`src/rtl/xge_mac_pkg.sv`:
```
// Shared types and constants for the xge_mac transmit-side helpers.
package xge_mac_pkg;

  localparam int XGE_DATA_W = 64;
  localparam int XGE_MOD_W  = 3;

  typedef enum logic {
    IDLE = 1'b0,
    PKT  = 1'b1
  } arb_state_t;

  typedef struct packed {
    logic [XGE_DATA_W-1:0] data;
    logic                  sop;
    logic                  eop;
    logic [XGE_MOD_W-1:0]  mod;
  } tx_beat_t;

endpackage

```
`src/rtl/rr_priority_pick.sv`:
```
// Round-robin first-set search: starting at rr_ptr and wrapping modulo
// NUM_SRC, return the first requesting index.
module rr_priority_pick #(
  parameter  int NUM_SRC = 4,
  localparam int SRC_W   = $clog2(NUM_SRC)
) (
  input  logic [NUM_SRC-1:0] req,
  input  logic [SRC_W-1:0]   rr_ptr,
  output logic               found,
  output logic [SRC_W-1:0]   idx
);

  logic [NUM_SRC-1:0] rot;
  logic [SRC_W:0]     sum;

  // Rotate so that rr_ptr lands on bit 0, then scan from the top down so the
  // lowest rotated position (closest to rr_ptr) is the last one written.
  always_comb begin
    rot   = NUM_SRC'({req, req} >> rr_ptr);
    found = 1'b0;
    idx   = rr_ptr;
    sum   = '0;
    for (int k = NUM_SRC - 1; k >= 0; k--) begin
      if (rot[k]) begin
        sum = {1'b0, rr_ptr} + (SRC_W + 1)'(k);
        if (sum >= (SRC_W + 1)'(NUM_SRC)) begin
          sum = sum - (SRC_W + 1)'(NUM_SRC);
        end
        found = 1'b1;
        idx   = sum[SRC_W-1:0];
      end
    end
  end

endmodule

```
`src/rtl/xge_tx_pkt_arbiter.sv`:
```
// Packet-level round-robin arbiter in front of the xge_mac TX packet port.
// A source is granted from sop through eop; beats are forwarded with one
// cycle of latency and stall on pkt_tx_full.
module xge_tx_pkt_arbiter
  import xge_mac_pkg::*;
#(
  parameter  int NUM_SRC = 4,
  localparam int SRC_W   = $clog2(NUM_SRC)
) (
  input  logic                            clk_156m25,
  input  logic                            reset_156m25_n,
  input  logic [NUM_SRC-1:0]              src_val,
  input  logic [NUM_SRC-1:0]              src_sop,
  input  logic [NUM_SRC-1:0]              src_eop,
  input  logic [XGE_MOD_W*NUM_SRC-1:0]    src_mod,
  input  logic [XGE_DATA_W*NUM_SRC-1:0]   src_data,
  output logic [NUM_SRC-1:0]              src_ready,
  input  logic                            pkt_tx_full,
  output logic                            pkt_tx_val,
  output logic                            pkt_tx_sop,
  output logic                            pkt_tx_eop,
  output logic [XGE_MOD_W-1:0]            pkt_tx_mod,
  output logic [XGE_DATA_W-1:0]           pkt_tx_data,
  output logic [SRC_W-1:0]                grant_idx,
  output logic                            busy,
  output logic [31:0]                     pkt_cnt
);

  arb_state_t         state_q, state_d;
  logic [SRC_W-1:0]   grant_q, grant_d;
  logic [SRC_W-1:0]   rr_ptr_q, rr_ptr_d;
  tx_beat_t           beat_q, beat_d;
  logic               val_q, val_d;
  logic [31:0]        pkt_cnt_q, pkt_cnt_d;

  tx_beat_t           src_beat [NUM_SRC];
  tx_beat_t           cur;
  logic [NUM_SRC-1:0] req;
  logic               pick_found;
  logic [SRC_W-1:0]   pick_idx;

  // Slice the flat per-source buses into one beat record per source.
  always_comb begin
    for (int i = 0; i < NUM_SRC; i++) begin
      src_beat[i].data = src_data[XGE_DATA_W*i +: XGE_DATA_W];
      src_beat[i].sop  = src_sop[i];
      src_beat[i].eop  = src_eop[i];
      src_beat[i].mod  = src_mod[XGE_MOD_W*i +: XGE_MOD_W];
    end
  end

  // Only a source opening a packet may compete for the grant.
  assign req = src_val & src_sop;

  rr_priority_pick #(
    .NUM_SRC (NUM_SRC)
  ) u_pick (
    .req    (req),
    .rr_ptr (rr_ptr_q),
    .found  (pick_found),
    .idx    (pick_idx)
  );

  // Next-state, grant, forwarding and ready logic for the IDLE/PKT FSM.
  always_comb begin
    state_d   = state_q;
    grant_d   = grant_q;
    rr_ptr_d  = rr_ptr_q;
    beat_d    = beat_q;
    beat_d.sop = 1'b0;
    beat_d.eop = 1'b0;
    val_d     = 1'b0;
    pkt_cnt_d = pkt_cnt_q;
    src_ready = '0;
    cur       = src_beat[grant_q];
    case (state_q)
      IDLE: begin
        if (pick_found) begin
          grant_d = pick_idx;
          state_d = PKT;
        end
      end
      PKT: begin
        src_ready[grant_q] = !pkt_tx_full;
        if (src_val[grant_q] && !pkt_tx_full) begin
          val_d       = 1'b1;
          beat_d.data = cur.data;
          beat_d.sop  = cur.sop;
          beat_d.eop  = cur.eop;
          beat_d.mod  = cur.eop ? cur.mod : '0;
          if (cur.eop) begin
            state_d   = IDLE;
            rr_ptr_d  = (grant_q == SRC_W'(NUM_SRC - 1)) ? '0 : grant_q + 1'b1;
            pkt_cnt_d = pkt_cnt_q + 32'd1;
          end
        end
      end
      default: state_d = IDLE;
    endcase
  end

  // State and output registers; reset clears everything including the data path.
  always_ff @(posedge clk_156m25 or negedge reset_156m25_n) begin
    if (!reset_156m25_n) begin
      state_q   <= IDLE;
      grant_q   <= '0;
      rr_ptr_q  <= '0;
      beat_q    <= '0;
      val_q     <= 1'b0;
      pkt_cnt_q <= '0;
    end else begin
      state_q   <= state_d;
      grant_q   <= grant_d;
      rr_ptr_q  <= rr_ptr_d;
      beat_q    <= beat_d;
      val_q     <= val_d;
      pkt_cnt_q <= pkt_cnt_d;
    end
  end

  assign pkt_tx_val  = val_q;
  assign pkt_tx_sop  = beat_q.sop;
  assign pkt_tx_eop  = beat_q.eop;
  assign pkt_tx_mod  = beat_q.mod;
  assign pkt_tx_data = beat_q.data;
  assign grant_idx   = grant_q;
  assign busy        = (state_q == PKT);
  assign pkt_cnt     = pkt_cnt_q;

endmodule

```
`config.mk`:
```
export PLATFORM = sky130hd
export DESIGN_NAME = xge_tx_pkt_arbiter
export DESIGN_NICKNAME = d
export VERILOG_FILES = /design/src/rtl/xge_mac_pkg.sv /design/src/rtl/rr_priority_pick.sv /design/src/rtl/xge_tx_pkt_arbiter.sv
export SDC_FILE = /design/constraint.sdc
export NUM_CORES = 1
export LEC_CHECK = 0
export CORE_AREA = 2 2 152 154
export DETAILED_ROUTE_END_ITERATION = 8
export DIE_AREA = 0 0 154 156
export PLACE_DENSITY = 0.69
export SLEW_MARGIN = 25
export SYNTH_ARGS = -nofsm -noshare
export SYNTH_HDL_FRONTEND = slang
export SYNTH_SLANG_ARGS = --single-unit
```
`constraint.sdc`:
```
create_clock -name clk_156m25 -period 2.5 [get_ports clk_156m25]
set_input_delay 0.375 -clock clk_156m25 [delete_from_list [all_inputs] [get_ports clk_156m25]]
set_output_delay 0.375 -clock clk_156m25 [all_outputs]
set_load 0.01 [all_outputs]
```
==> flow_metrics.tcl, run 1 <==
set metrics [dict create \
    status "completed" \
    grt_max_degree 58 \
    endpoint "src_ready[2]" \
    rr_worst_depth 6 \
    start_kind "register" \
    drv_cap 0 \
    synth-edff-count 0 \
    wl_met1_mm 8.14 \
    cts_sinks 107 \
    reg2reg_slack_ns 0.35 \
    ant_nets 0 \
    syn_avg_cell_area_um2 14.2 \
    worst_r2r_endpoint "pkt_cnt[5]" \
    yosysSeqAreaShare 0.442 \
    nets 1109 \
    required_ns 2.12 \
    synth_nets 716 \
    clk_latency_ns 0.36 \
    yosysWarningCount 0 \
    synth_top_cell_by_area "dfrtp_1" \
    via_per_inst 4.82 \
    synth_seq_cells 107 \
    p_leak_uw 0.00420 \
    ctsResizeCount 0 \
    yosys.area.top_type_share 0.442 \
    coreArea_mm2 0.0224 \
    finalHoldViolCount 0 \
    yosysMostFrequentCell "dfrtp_1" \
    critPathArrivalTime_ns 1.95 \
    dp_hpwl_mm 16.8 \
    hold_class "in -> async" \
    finalSetupViolCount 0 \
    drc_errors 0 \
    top_layer "met4" \
    async_reset_ff_frac 1.00 \
    fp.dieH_um 156 \
    totalWireLength_mm 20.9 \
    drive_above_1_share 0.205 \
    vias 5357 \
    grt.total_usage 0.171 \
    tns_ns 0 \
    slew_viol_final 0 \
    cts_max_level 3 \
    antenna_found_initial 1 \
    root_buffer "clkbuf_16" \
    netlist_top_cells_count "dfrtp_1 (107), mux4_2 (69), mux2_2 (64)" \
    clockBufferDepth 2 \
    yosys-top-cells-area "dfrtp_1 (44%), mux4_2 (26%), mux2_2 (12%)" \
    io_pins 392 \
    start_util 0.271 \
    finalCritPeriodShare 0.929 \
    rows 55 \
    period_minus_slack_ns 2.32 \
    cp-startpoint "grant_idx[0]" \
    critPathKind "reg -> out" \
    fin_util 0.481 \
    grt-ovfl-total 0 \
    worst_slew_pin_slew_ns 0.580 \
    fmax_mhz 430 \
    rsz0062_at_grt "no" \
    synthesis.area_mm2 0.00606 \
    cts_tree "done" \
    clock_skew_ns 0.00824 \
    rr_startpoint "grant_idx[1]" \
    dr_wl_met3_mm 1.66 \
    area_delta_synth_final_pct 77.5 \
    grt_pass1_vias 5590 \
    stdcell_area_mm2 0.0108 \
    pwr_density_cell_mw_per_mm2 901 \
    gp_congestion 0.789 \
    cts_buffers 9 \
    routed-wl-met2_mm 10.7 \
    endpoint_kind "output port" \
    syn-instance-count 428 \
    clk_pin_slew_ns 0.08 \
    grt_pass1_wl_mm 31.7 \
    peakVddDrop_mv 0.345 \
    die-area_mm2 0.0240 \
    synthFlopType "dfrtp_1" \
    firstDrtPassIters 4 \
    initialDrtViolationCount 219 \
    synth_cell_type_count 35 \
    dpl_cell_area_mm2 0.0104 \
    crit_fanout 12 \
    portBuffers 391 \
    fp.dieW_um 154 \
    slew_headroom 0.610 \
    routedWlPerCell_um 18.8 \
]
layout make-up:
cell class,count,area [um2]
diodes,1,2.50
clock buffers,9,225
clock inverters,7,119
fillers,2001,11600
inverters,13,48.8
multi-input cells,282,3230
flip-flops and latches,107,2690
well taps,285,357
repair buffers,408,4090
cells by family after synthesis:
| group | after synthesis | synth area share |
|---|---|---|
| muxes | 135 | 0.379 |
| DFF | 107 | 0.442 |
| and+or+nand+nor | 95 | 0.0808 |
| buffers and inverters | 39 | 0.0254 |
| xor gates and xnor gates | 31 | 0.0448 |
| AOI/OAI and AO/OA | 16 | 0.0180 |
| adders and majority gates | 5 | 0.0103 |
layer usage:
layer	vias to the layer above	track usage
met2	250	0.303
met1	2653	0.202
li1	2434	-
met4	0	0.0543
met3	20	0.0461
met5	-	0
flip-flops by register name, summed over array words and instances, names as in the netlist:
name,cells
pkt_tx_data,64
pkt_cnt,32
pkt_tx_mod,3
grant_idx,2
rr_ptr_q,2
busy,1
pkt_tx_eop,1
pkt_tx_sop,1
pkt_tx_val,1
power breakdown:
part | total (uW) | internal, uW | switching, uW
logic | 5230 | 3210 | 2020
registers | 2830 | 2400 | 431
clock network | 1630 | 908 | 725
worst min-delay path by stage:
stage | from | end | slack, ns
final | reset_156m25_n | pkt_cnt[24] | 0.46
after global routing | reset_156m25_n | pkt_cnt[24] | 0.48
after global placement | reset_156m25_n | pkt_cnt[21] | 0.32
after detailed placement | reset_156m25_n | pkt_cnt[24] | 0.32
after CTS | reset_156m25_n | pkt_cnt[24] | 0.47
after floorplan | reset_156m25_n | busy | 0.08
metrics by stage:
| stage | instances | total power, uW | setup slack [ns] | hold slack (ns) |
|---|---|---|---|---|
| after floorplan | 428 | 5580 | 0.378 | 0.0794 |
| after global routing | 1112 | 10300 | 0.0776 | 0.485 |
| after CTS | 1111 | 9870 | 0.0976 | 0.471 |
| after global placement | 1094 | 8130 | 0.125 | 0.317 |
| after detailed placement | 1094 | 8180 | 0.0955 | 0.318 |
| final | 1112 | 9690 | 0.176 | 0.463 |
critical path: stages, from the launching register on:
cell and delay, ns:
dfrtp_4 0.60, inv_1 0.14, ha_1 0.14, and2_1 0.11
clkdlybuf4s50_1 0.60
timing repair:
action,4_1_cts,5_1_grt
hold buffers,1,0
buffers inserted,0,0
endpoints found under the hold margin,25,0
cell usage in the layout (no fill, tap or decap), drive strengths merged, types with 3 or more instances in the layout:
cell	n
a21oi	3
and2	7
and3	3
buf	17
clkbuf	9
clkdlybuf4s50	390
dfrtp	107
ha	5
inv	16
mux2	64
mux4	69
nand2	24
nand3	9
nand4	12
nor2	14
nor3	10
nor4	6
o21ai	6
xnor2	12
xor2	19
(Power assumes the default switching activity.)
==> run 2, diff against run 1 <==
SLEW_MARGIN = 20   (was 25)
==> results of run 2 <==
No change in the layout: final DEF, timing and power equal those of run 1.
